<file path="src/rtl/tiger_ifetch_pkg.sv">
// tiger_ifetch_pkg: shared defaults and state encoding for the instruction fetch unit
package tiger_ifetch_pkg;
  localparam int IFETCH_DEPTH = 2;
  localparam int IFETCH_AW = 32;
  typedef enum logic {IF_RUN = 1'b0, IF_DRAIN = 1'b1} if_state_e;
endpackage

</file>
<file path="src/rtl/tiger_ifetch_if.sv">
// tiger_ifetch_if: fetch request, Avalon-MM instruction read and decode delivery signals
interface tiger_ifetch_if #(parameter int AW = 32);
  logic [AW-1:0] req_pc;
  logic req_valid;
  logic req_ready;
  logic flush;
  logic [AW-1:0] iaddress;
  logic iread;
  logic iwaitrequest;
  logic [31:0] ireaddata;
  logic ireaddatavalid;
  logic [31:0] instr;
  logic [AW-1:0] instr_pc;
  logic instr_valid;
  logic instr_ready;
  modport master (
    input req_pc, req_valid, flush, iwaitrequest, ireaddata, ireaddatavalid, instr_ready,
    output req_ready, iaddress, iread, instr, instr_pc, instr_valid
  );
  modport slave (
    output req_pc, req_valid, flush, iwaitrequest, ireaddata, ireaddatavalid, instr_ready,
    input req_ready, iaddress, iread, instr, instr_pc, instr_valid
  );
endinterface

</file>
<file path="src/rtl/tiger_ifetch_sync_fifo.sv">
// tiger_sync_fifo: synchronous FIFO with clear; push while full is taken only alongside a pop
module tiger_sync_fifo #(
  parameter int WIDTH = 32,
  parameter int DEPTH = 2
) (
  input  logic clk,
  input  logic reset,
  input  logic push_i,
  input  logic pop_i,
  input  logic clear_i,
  input  logic [WIDTH-1:0] data_i,
  output logic [WIDTH-1:0] data_o,
  output logic full_o,
  output logic empty_o,
  output logic [$clog2(DEPTH):0] count_o
);
  localparam int PW = $clog2(DEPTH);
  logic [WIDTH-1:0] mem_q [DEPTH];
  logic [PW-1:0] rd_q, wr_q;
  logic [PW:0] cnt_q;
  logic do_push, do_pop;
  assign full_o = cnt_q == (PW+1)'(DEPTH);
  assign empty_o = cnt_q == '0;
  assign count_o = cnt_q;
  assign data_o = mem_q[rd_q];
  assign do_pop = pop_i && !empty_o;
  assign do_push = push_i && (!full_o || pop_i);
  always_ff @(posedge clk) begin
    if (reset || clear_i) begin
      rd_q <= '0;
      wr_q <= '0;
      cnt_q <= '0;
    end else begin
      rd_q <= rd_q + PW'(do_pop);
      wr_q <= wr_q + PW'(do_push);
      cnt_q <= cnt_q + (PW+1)'(do_push) - (PW+1)'(do_pop);
    end
  end
  always_ff @(posedge clk)
    if (do_push) mem_q[wr_q] <= data_i;
endmodule

</file>
<file path="src/rtl/tiger_ifetch.sv">
// tiger_ifetch: pipelined Avalon instruction fetch with PC tagging, in-order delivery and flush drain
module tiger_ifetch
  import tiger_ifetch_pkg::*;
#(
  parameter int DEPTH = IFETCH_DEPTH,
  parameter int AW = IFETCH_AW
) (
  input logic clk,
  input logic reset,
  tiger_ifetch_if.master bus
);
  localparam int CW = $clog2(DEPTH) + 1;
  if_state_e state_q, state_d;
  logic [CW-1:0] inflight_q, inflight_d, discard_q, discard_d;
  logic iread_q, iread_d;
  logic [AW-1:0] iaddress_q, iaddress_d;
  logic [CW-1:0] out_count, tag_count;
  logic [AW-1:0] tag_pc;
  logic [AW+31:0] out_data;
  logic out_empty, out_full, tag_empty, tag_full;
  logic req_ready, issue, acc, rv_ok, live_rv, credit, draining;
  always_comb begin
    acc = iread_q && !bus.iwaitrequest;
    credit = ({1'b0, inflight_q} + {1'b0, out_count} + (CW+1)'(iread_q)) < (CW+1)'(DEPTH);
    req_ready = !reset && !bus.flush && state_q == IF_RUN && credit && (!iread_q || !bus.iwaitrequest);
    issue = bus.req_valid && req_ready;
    rv_ok = bus.ireaddatavalid && inflight_q != '0;
    live_rv = rv_ok && state_q == IF_RUN;
    inflight_d = inflight_q + CW'(acc) - CW'(rv_ok);
    iread_d = issue || (iread_q && !acc);
    iaddress_d = issue ? bus.req_pc : iaddress_q;
    discard_d = bus.flush ? inflight_d
              : state_q == IF_DRAIN ? discard_q + CW'(acc) - CW'(rv_ok) : '0;
    draining = bus.flush || state_q == IF_DRAIN;
    // a stalled read left over from a flush keeps us draining until its data is dropped
    state_d = draining && (discard_d != '0 || iread_d) ? IF_DRAIN : IF_RUN;
  end
  always_ff @(posedge clk) begin
    if (reset) begin
      state_q <= IF_RUN;
      iread_q <= 1'b0;
      iaddress_q <= '0;
      inflight_q <= '0;
      discard_q <= '0;
    end else begin
      state_q <= state_d;
      iread_q <= iread_d;
      iaddress_q <= iaddress_d;
      inflight_q <= inflight_d;
      discard_q <= discard_d;
    end
  end
  tiger_sync_fifo #(.WIDTH(AW), .DEPTH(DEPTH)) u_tag (
    .clk(clk), .reset(reset), .push_i(issue), .pop_i(live_rv), .clear_i(bus.flush),
    .data_i(bus.req_pc), .data_o(tag_pc), .full_o(tag_full), .empty_o(tag_empty), .count_o(tag_count)
  );
  tiger_sync_fifo #(.WIDTH(AW + 32), .DEPTH(DEPTH)) u_out (
    .clk(clk), .reset(reset), .push_i(live_rv), .pop_i(bus.instr_ready), .clear_i(bus.flush),
    .data_i({tag_pc, bus.ireaddata}), .data_o(out_data), .full_o(out_full), .empty_o(out_empty),
    .count_o(out_count)
  );
  assign bus.req_ready = req_ready;
  assign bus.iread = iread_q;
  assign bus.iaddress = iaddress_q;
  assign bus.instr_valid = !out_empty;
  assign bus.instr = out_empty ? '0 : out_data[31:0];
  assign bus.instr_pc = out_empty ? '0 : out_data[AW+31:32];
  always_ff @(posedge clk) begin
    if (!reset) begin
      assert (!bus.ireaddatavalid || inflight_q != '0);
      assert (!(issue && tag_full));
      assert (!(live_rv && (tag_empty || (out_full && !bus.instr_ready))));
      assert (state_q != IF_RUN || tag_count == inflight_q + CW'(iread_q));
    end
  end
endmodule

</file>
<file path="src/flat_wrapper.sv">
// flat-port wrapper written by rule: the top's interface ports become plain ports
module tiger_ifetch_flat import tiger_ifetch_pkg::*;
#(
  parameter int DEPTH = IFETCH_DEPTH,
  parameter int AW = IFETCH_AW
)
  (clk, reset, bus_req_pc, bus_req_valid, bus_flush, bus_iwaitrequest, bus_ireaddata, bus_ireaddatavalid, bus_instr_ready, bus_req_ready, bus_iaddress, bus_iread, bus_instr, bus_instr_pc, bus_instr_valid);
  tiger_ifetch_if #(.AW(AW)) bus_i ();
  input logic clk;
  input logic reset;
  input wire logic [$bits(bus_i.req_pc)-1:0] bus_req_pc;
  input wire logic [$bits(bus_i.req_valid)-1:0] bus_req_valid;
  input wire logic [$bits(bus_i.flush)-1:0] bus_flush;
  input wire logic [$bits(bus_i.iwaitrequest)-1:0] bus_iwaitrequest;
  input wire logic [$bits(bus_i.ireaddata)-1:0] bus_ireaddata;
  input wire logic [$bits(bus_i.ireaddatavalid)-1:0] bus_ireaddatavalid;
  input wire logic [$bits(bus_i.instr_ready)-1:0] bus_instr_ready;
  output wire logic [$bits(bus_i.req_ready)-1:0] bus_req_ready;
  output wire logic [$bits(bus_i.iaddress)-1:0] bus_iaddress;
  output wire logic [$bits(bus_i.iread)-1:0] bus_iread;
  output wire logic [$bits(bus_i.instr)-1:0] bus_instr;
  output wire logic [$bits(bus_i.instr_pc)-1:0] bus_instr_pc;
  output wire logic [$bits(bus_i.instr_valid)-1:0] bus_instr_valid;
  assign bus_i.req_pc = bus_req_pc;
  assign bus_i.req_valid = bus_req_valid;
  assign bus_i.flush = bus_flush;
  assign bus_i.iwaitrequest = bus_iwaitrequest;
  assign bus_i.ireaddata = bus_ireaddata;
  assign bus_i.ireaddatavalid = bus_ireaddatavalid;
  assign bus_i.instr_ready = bus_instr_ready;
  assign bus_req_ready = bus_i.req_ready;
  assign bus_iaddress = bus_i.iaddress;
  assign bus_iread = bus_i.iread;
  assign bus_instr = bus_i.instr;
  assign bus_instr_pc = bus_i.instr_pc;
  assign bus_instr_valid = bus_i.instr_valid;
  tiger_ifetch #(.DEPTH(DEPTH), .AW(AW)) u_core (.clk(clk), .reset(reset), .bus(bus_i));
endmodule
</file>
<file path="config.mk">
export PLATFORM = sky130hd
export DESIGN_NAME = tiger_ifetch_flat
export DESIGN_NICKNAME = d
export VERILOG_FILES = /design/src/rtl/tiger_ifetch_pkg.sv /design/src/rtl/tiger_ifetch_if.sv /design/src/rtl/tiger_ifetch_sync_fifo.sv /design/src/rtl/tiger_ifetch.sv /design/src/flat_wrapper.sv
export SDC_FILE = /design/constraint.sdc
export NUM_CORES = 1
export LEC_CHECK = 0
export ABC_AREA = 1
export CORE_MARGIN = 1
export CORE_UTILIZATION = 30
export CTS_CLUSTER_SIZE = 25
export DETAILED_ROUTE_END_ITERATION = 16
export GPL_TIMING_DRIVEN = 0
export SLEW_MARGIN = 40
export SYNTH_ARGS = -nofsm -noshare
export SYNTH_HDL_FRONTEND = slang
export SYNTH_HIERARCHICAL = 1
export SYNTH_SLANG_ARGS = --single-unit
</file>
<file path="constraint.sdc">
create_clock -name clk -period 3.54 [get_ports clk]
set_input_delay 1.062 -clock clk [delete_from_list [all_inputs] [get_ports clk]]
set_output_delay 1.062 -clock clk [all_outputs]
set_load 0.05 [all_outputs]
</file>
# Word-level counts from Yosys, hierarchy flattened
# Memories as Yosys holds them, arrays and structs flattened. A register that Yosys moved wholly into a read port is not among the register bits.
# Cells that the tools add are included.
[word_totals] ff_bits=46 latchBits=0 mem_bits_rw=192 rom_bits=0 output_inout_bits=99 wordCells=76 mem_count=2
[classes] addsub=14 n_mul=0 div=0 n_lt_le_gt_ge=1 n_eq_ne=2 n_shift=0 muxes=11 bitwise=1 reduce_logical=34
[memory_table] name="u_core.u_out.mem_q" depth=2 word_bits=64 rd=1 rd_clocked_by_memory_dff=1 wr=1 line="tiger_ifetch_sync_fifo.sv:18" source="logic [WIDTH-1:0] mem_q [DEPTH];"
[memory_table] name="u_core.u_tag.mem_q" depth=2 word_bits=32 rd=1 rd_clocked_by_memory_dff=1 wr=1 line="tiger_ifetch_sync_fifo.sv:18"
[ops] cell="32-bit two-way mux" n=2
[ops] cell="1-bit logical AND" n=14
[ops] cell="1-bit zero test" n=9
[ops] cell="2-bit by 1-bit adder with 2-bit output" n=4
[ops] cell="2-bit by 1-bit subtractor with 2-bit output" n=4
[ops] cell="1-bit logical OR" n=7
[ops] cell="1-bit two-way mux" n=7
[ops] cell="1-bit adder" n=4
[ops] cell="2-bit equality test (second input constant)" n=2
[ops] cell="2-bit zero test" n=2
[ops] cell="2-bit two-way mux" n=2
[ops] cell="2-bit nonzero test" n=2
[ops] cell="2-bit by 2-bit adder with 3-bit output" n=1
[ops] cell="3-bit by 1-bit adder with 3-bit output" n=1
[ops] cell="3-bit by 2-bit less-than comparator with 1-bit output (second input constant)" n=1
[ops] cell="1-bit NOT" n=1

# Logic depth before layout (Yosys ltp)
# Gate-level depths: netlist (run 1).
[logic_depth] word_depth=10 ltp_mapped=17 mapped_depth_nobuf=16

# Hierarchy
# The synthesis (run 1) kept the hierarchy.
[modules_own_cells] mod="tiger_sync_fifo (u_core.u_out)" n_inst=1 cells_per_inst=236 area_each_um2=5016.1 seq_area_each_um2=3923.8
[modules_own_cells] mod="tiger_sync_fifo (u_core.u_tag)" n_inst=1 cells_per_inst=137 area_each_um2=2701.3 seq_area_each_um2=2001.9
[modules_own_cells] mod="tiger_ifetch" n_inst=1 cells_per_inst=335 area_each_um2=2079.5 seq_area_each_um2=760.7

# Worst setup path after synthesis (run 1)
# No wires, ideal clock.
[synth_path] path_kind="input to register" from="in bus_ireaddatavalid" to="mem u_core/u_out/mem_q[1][0] (netlist bit), enable pin" setup_time_ns=0.429 t_arrival_ns=3.018 required_ns=3.111 path_slack_ns=0.092 stages=5 path_cell_list="o21a_1 > and2_1 > nand2_1 > inv_1 > ha_1"
[synth_between] elab_chain_len=5
[synth_rtl] element="from (decl)" line="flat_wrapper.sv:16" source="input wire logic [$bits(bus_i.ireaddatavalid)-1:0] bus_ireaddatavalid;"
[synth_rtl] element="1-bit logical AND" line="tiger_ifetch.sv:27" source="rv_ok = bus.ireaddatavalid && inflight_q != '0;"
[synth_rtl] element="1-bit logical AND" line="tiger_ifetch.sv:28" source="live_rv = rv_ok && state_q == IF_RUN;"
[synth_rtl] element="via u_core.live_rv" line="tiger_ifetch.sv:21" source="logic req_ready, issue, acc, rv_ok, live_rv, credit, draining;"
[synth_rtl] element="1-bit logical AND" line="tiger_ifetch_sync_fifo.sv:27" source="assign do_push = push_i && (!full_o || pop_i);"
[synth_rtl] element="1-bit two-way mux" line="tiger_ifetch_sync_fifo.sv:40" source="if (do_push) mem_q[wr_q] <= data_i;"
[synth_rtl] element="1-bit two-way mux (implied by the code)" line="tiger_ifetch_sync_fifo.sv:40"
[synth_rtl] element="to (decl)" line="tiger_ifetch_sync_fifo.sv:18"
# The timed path passes the listed nets, and every way through them passes these cells.

==> metrics.md, run 1 <==
| Metric | Value |
|---|---|
| Outcome | finished clean |
| Post-DP HPWL | ~14000 um |
| Num CTS Buffers | 28 |
| Vias | about 5600 |
| Die H | 183 um |
| Dpl cells | around 1300 |
| Post-route setup slack | 130 ps |
| Crit-path max cell delay | 710 ps |
| Clock transition at path regs | 60 ps |
| CP Launch Type | register |
| Share of layout cells above drive strength 1 | 19.5% |
| Max Cap Viol | 0 |
| Overall Global Routing Usage | around 13% |
| Clk buf depth | 3 |
| Clock root buffer | clkbuf_16 |
| DRC Markers | 0 |
| Slowest CP cell | clkdlybuf4s50_1 |
| Antenna violations before repair | 1 |
| Number of flops mapped to enable cells by yosys | approximately 190 |
| Initial Util | 30.7% |
| TNS Setup | 0 ps |
| Place WS | -386 ps |
| Final core occ | ~41% |
| Relative slew slack | between 60% and 70% |
| Main synth FF type | edfxtp_1 |
| First-pass GRT wire length | 32100 um |
| Yosys Warn Count | 6 |
| Chip Width | 183 um |
| Pleak | approximately 5.1 nW |
| Synthesized flop and latch total | 238 |
| H-Tree Depth | 1 |
| Mapped Nets | 792 |
| Synth Cell Area | between 9000 and 10000 um2 |
| Max Fclk | 293 MHz |
| Nets@finish | 997 |
| Hold Vio Cnt, Final | 0 |
| Ant. Diodes | 0 |
| Die area | roughly 33000 um2 |
| Synth cell types | 28 |
| DP Area | 12200 um2 |
| Max IR drop VDD | about 310 uV |
| Fraction of registers with async set/reset | 0% |
| Top-count cell post-synth | edfxtp_1 |
| Vias in the first global route | 5705 |
| Overflow after GRT | 0 |
| Slew Limit Fails | 0 |
| Dominant cells by area after synthesis | edfxtp_1, mux2_4, dfxtp_1 |
| Fin cells | 1370 |
| Area growth syn-to-layout | 33.2% |
| TritonCTS clock tree | yes |
| Vias per cell | 4.12 |
| Final period utilization | 96.3% |
| Synth top area share | 58.9% |
| Layout Skew | 7.91 ps |
| Req. time, crit path | 2480 ps |
| Largest net degree at the start of global routing | 28 |
| RePlAce Congestion | about 0.74 |
| Seq/Total Area, Yosys | 68.3% |
| Rows | 65 |
| Min Tclk post-route | 3410 ps |
| Routed Antenna Nets | 0 |
| Cell taking the most area after synthesis | edfxtp_1 |
| Setup CP Type | register to output port |
| Count of final setup violators | 0 |
| Post-CTS Setup Repair Bufs | 0 |
| CP arrival | between 2000 and 2500 ps |
| I/O Pins | 170 |
| Initial DRC Count | 243 |
| DR pass1 iterations | 6 |
| RSZ-0062 raised after global routing | false |
| Synth Area per Inst | 13.8 um2 |
| Wirelength, routed | 20800 um |
| Hold WC Path Type | register to register |
| Fillers | 2991 |
| Reg2reg setup slack | 540 ps |
| Worst-Margin Slew | approximately 600 ps |
| Cell area after layout | 13000 um2 |
| CTS sink cnt | around 240 |
| CTS Hold Bufs | 0 |
| Post-synth top cells | edfxtp_1, nor2_1, inv_1, mux2_4, dfxtp_1 |
| Number of port buffers | ~170 |
| Core Box Area | 31900 um2 |
| CP max FO | 10 |
| Critical Path End Type | output port |
| Routed wire per std cell | 15.2 um |
| Clk_lat worst skew | 530 ps |
| Cell Chain, Critical Path | buf_2 -> mux2_2 -> inv_1 -> nor2_1 -> clkdlybuf4s50_1 |
| Syn Inst Count | 708 |
| Pwr dens | 599 nW/um2 |
==> final cells by class <==
cell class	instances	area (um2)	share of cell area [%]
flip-flops and latches	238	6690	51.3
plain buffers	27	265	2.03
well taps	435	544	4.17
clock inverters	18	155	1.19
multi-input cells	344	2530	19.4
repair buffers	175	1750	13.4
clock buffers	34	744	5.71
inverters	99	377	2.89
==> where the power goes <==
part / switching, W / leakage, nW / internal [W]
combinational: 0.00103 / 2.56 / 0.000625
clock: 0.00111 / 0.428 / 0.00164
sequential: 0.0000769 / 2.11 / 0.00333
total: 0.00221 / 5.11 / 0.00560
==> what timing repair did <==
| action | in CTS | in global routing |
|---|---|---|
| setup endpoints to repair | 62 | 20 |
| pin swaps | 0 | 0 |
| gates resized for setup | 61 | 4 |
==> per-layer routing <==
metal | wire [um] | track usage (%)
met1 | 8810 | 14.8
met2 | 10300 | 22.4
met3 | 1200 | 3.01
met4 | 555 | 4.07
met5 | 12 | 0
==> flip-flops by register name, indices dropped and copies added (netlist names), 2 cells and up <==
signal                flops
u_core/inflight_q         2
u_core/discard_q          2
u_core/u_tag/mem_q       64
u_core/bus.iaddress      32
u_core/u_tag/count_o      2
u_core/u_out/mem_q      128
u_core/u_out/count_o      2
==> kinds of logic (layout without fill, tap and decap cells) <==
logic type                 after synthesis  count (layout)  share of synthesized area (%)
DFF                                    238             238                           68.3
adders and majority gates               13              13                           1.74
AOI/OAI and AO/OA                       40              40                           2.11
muxes                                   96              96                           13.6
and+or+nand+nor                        195             195                           7.89
buffers and inverters                  126             353                           6.45
==> cells in the final DEF (no fill, tap or decap), drive strengths merged <==
cell type / netlist / layout
nor2: 153 / 153
dlygate4sd2: 0 / 51
clkinvlp: 0 / 4
ha: 12 / 12
inv: 99 / 100
o21a: 1 / 1
a21oi: 7 / 7
nand2: 30 / 30
mux2: 96 / 96
clkbuf: 3 / 39
and2: 2 / 2
edfxtp: 192 / 192
nand3: 10 / 10
dlymetal6s2s: 0 / 1
clkdlybuf4s50: 0 / 116
bufinv: 0 / 2
dfxtp: 46 / 46
o21ai: 32 / 32
clkinv: 0 / 11
buf: 24 / 29
fa: 1 / 1
==> path summary, 6_finish.rpt <==
kind | startpoint | endpoint | depth (start not counted)
min reg2reg | u_core/bus.iaddress[17]$_SDFFE_PP0P_ | u_core/bus.iaddress[17]$_SDFFE_PP0P_ | 2
max | u_core/u_out/rd_q$_SDFF_PP0_ | bus_instr[0] | 5
min | u_core/bus.iaddress[17]$_SDFFE_PP0P_ | u_core/bus.iaddress[17]$_SDFFE_PP0P_ | 2
max reg2reg | u_core/u_out/count_o[0]$_SDFF_PP0_ | u_core/u_tag/mem_q[1][11]$_DFFE_PP_ | 12
==> stage by stage <==
stage	total power (W)	hold slack, ps
final	0.00781	485
after global routing	0.00818	510
after CTS	0.00794	490
after detailed placement	0.00519	477
after global placement	0.00514	467
after floorplan	0.00459	509
==> worst max-delay path: cells and delay by family, from the launching register on <==
kind                   cells  cell delay, ps
multiplexers               1             380
AND/OR/NAND/NOR            1              30
buffers and inverters      3            1060
flip-flops                 1             350
No activity file was read; power rests on OpenSTA's default activity.
==> run 2: changes to the inputs <==
- RECOVER_POWER: default -> 25
- SLEW_MARGIN: 40 -> default
==> metrics.md, run 2 (same netlist as run 1, synthesis figures left out) <==
| Metric | Value |
|---|---|
| Chip Width | 183 um (unchanged) |
| Layout Skew | 7.11 ps (-0.797 ps) |
| CP arrival | 2360 ps (about the same) |
| Worst-Margin Slew | 888 ps (+295 ps) |
| Die H | 183 um (unchanged) |
| CTS sink cnt | 238 (unchanged) |
| Most frequent cells in the layout | edfxtp_1, nor2_1, inv_1 |
| Overall Global Routing Usage | 12.6% (+0.024 points) |
| Delay-heaviest family, CP | buffers and inverters |
| RSZ-0062 raised after global routing | false |
| Slowest CP cell | clkdlybuf4s50_1 |
| Setup CP Type | register to output port |
| Reg2reg setup slack | 420 ps (-120 ps) |
| Number of port buffers | 169 (unchanged) |
| Vias per cell | 4.13 (+0.30%) |
| Die area | 33400 um2 (unchanged) |
| Biggest register | u_core/u_out/mem_q |
| Max Cap Viol | 0 (unchanged) |
| Routed Antenna Nets | 0 (unchanged) |
| Req. time, crit path | 2480 ps (about the same) |
| Final period utilization | 96.6% (+0.27 points) |
| Max reg flops | 128 (unchanged) |
| Count of final setup violators | 0 (unchanged) |
| Overflow after GRT | 0 (unchanged) |
| Crit-path max cell delay | 710 ps (about the same) |
| DP Area | 12200 um2 (-0.37%) |
| Wirelength, routed | 21000 um (+0.59%) |
| Slew Limit Fails | 0 (unchanged) |
| RePlAce Congestion | 0.743 (unchanged) |
| Fillers | 3019 (+0.94%) |
| Clk_lat worst skew | 530 ps (about the same) |
| Area growth syn-to-layout | 32.5% |
| CTS Hold Bufs | 0 (unchanged) |
| First-pass GRT wire length | 32000 um (-0.15%) |
| DR pass1 iterations | 4 (-2) |
| Pwr dens | 611 nW/um2 (+2.0%) |
| Outcome | finished clean |
| Vias | 5657 (+0.23%) |
| Number of buffer and inverter stages on the critical path | 3 (unchanged) |
| Post-CTS Setup Repair Bufs | 0 (unchanged) |
| Hold WC Path Type | register to register |
| Clock root buffer | clkbuf_16 |
| Initial Util | 30.7% (unchanged) |
| Rows | 65 (unchanged) |
| Max IR drop VDD | 332 uV (+5.5%) |
| Largest net degree at the start of global routing | 50 (+79%) |
| Critical Path End Type | output port |
| Share of layout cells above drive strength 1 | 18.3% (-1.1 points) |
| Antenna violations before repair | 3 (+2) |
| H-Tree Depth | 1 (unchanged) |
| Final core occ | 40.7% (-0.20 points) |
| CP Launch Type | register |
| Clock transition at path regs | 60 ps (about the same) |
| Cell Chain, Critical Path | buf_2 -> mux2_2 -> inv_1 -> nor2_1 -> clkdlybuf4s50_1 |
| I/O Pins | 170 (unchanged) |
| Nets@finish | 995 (-0.20%) |
| Core Box Area | 31900 um2 (unchanged) |
| Routed wire per std cell | 15.3 um (+0.66%) |
| Cell area after layout | 13000 um2 (-0.50%) |
| Num CTS Buffers | 28 (unchanged) |
| Initial DRC Count | 224 (-7.8%) |
| Hold Vio Cnt, Final | 0 (unchanged) |
| CP max FO | 10 (unchanged) |
| TritonCTS clock tree | yes |
| Commonest non-fill, non-tap cell in the layout | edfxtp_1 |
| Min Tclk post-route | 3420 ps (+9.64 ps) |
| Post-DP HPWL | 14100 um (-1.6%) |
| Clk buf depth | 3 (unchanged) |
| Vias in the first global route | 5791 (+1.5%) |
| DRC Markers | 0 (unchanged) |
| Max Fclk | 292 MHz (-0.28%) |
| Pleak | 5.12 nW (+0.33%) |
| Relative slew slack | 40.8% (-20 points) |
run 2: worst register-to-register path, cell delays in order (launching register included):
cell and delay (ps):
dfxtp_1 350, ha_1 290, a21oi_1 70, fa_1 490, nand2_1 80, nor2_4 140
nand3_4 200, inv_6 190, buf_8 150, nand2_1 80, inv_1 90, ha_2 430
buf_12 240
run 2: per-layer routing:
metal  global-route usage, %  share of wire (%)  routed length, um
met5                       0              0.057                 12
met1                    14.8                 42               8800
met3                    3.09                6.3               1320
met2                    22.3                 49              10200
met4                    4.37                2.9                612
run 2: where the power goes:
part	total, W	switching [W]	internal (W)
Sequential	0.00341	0.0000760	0.00333
Clock	0.00290	0.00111	0.00179
Combinational	0.00163	0.00103	0.000598
Total	0.00793	0.00222	0.00572
run 2: repair_timing:
action	in CTS	in global routing
endpoints found under the setup margin	62	4
gates resized for setup	62	3
endpoints found under the hold margin	0	0
run 2: cell type report:
cell class / instances / area, um2 / share of cell area [%]
diodes: 1 / 2.50 / 0.0193
plain buffers: 27 / 209 / 1.61
inverters: 99 / 377 / 2.90
well taps: 435 / 544 / 4.19
multi-input cells: 344 / 2490 / 19.2
repair buffers: 173 / 1720 / 13.3
clock buffers: 34 / 744 / 5.73
clock inverters: 18 / 203 / 1.56
flip-flops and latches: 238 / 6690 / 51.5
run 2: final timing paths:
check,start,end,cells past startpoint
worst max-delay path,u_core/u_out/rd_q$_SDFF_PP0_,bus_instr[0],5
worst min-delay path,u_core/bus.iaddress[14]$_SDFFE_PP0P_,u_core/bus.iaddress[14]$_SDFFE_PP0P_,2
worst max register to register,u_core/u_out/count_o[0]$_SDFF_PP0_,u_core/u_tag/mem_q[1][31]$_DFFE_PP_,12
worst min register to register,u_core/bus.iaddress[14]$_SDFFE_PP0P_,u_core/bus.iaddress[14]$_SDFFE_PP0P_,2
run 2: stage by stage:
stage	setup TNS (ps)	std cells	hold WS [ps]	setup slack, ps	power (W)
floorplan	0	708	509	92.5	0.00459
global placement	-278530	1312	467	-1640	0.00514
detailed placement	-8040	1316	477	-400	0.00518
CTS	0	1368	490	24.9	0.00809
global route	0	1368	511	6.53	0.00830
finish	0	1369	486	120	0.00793
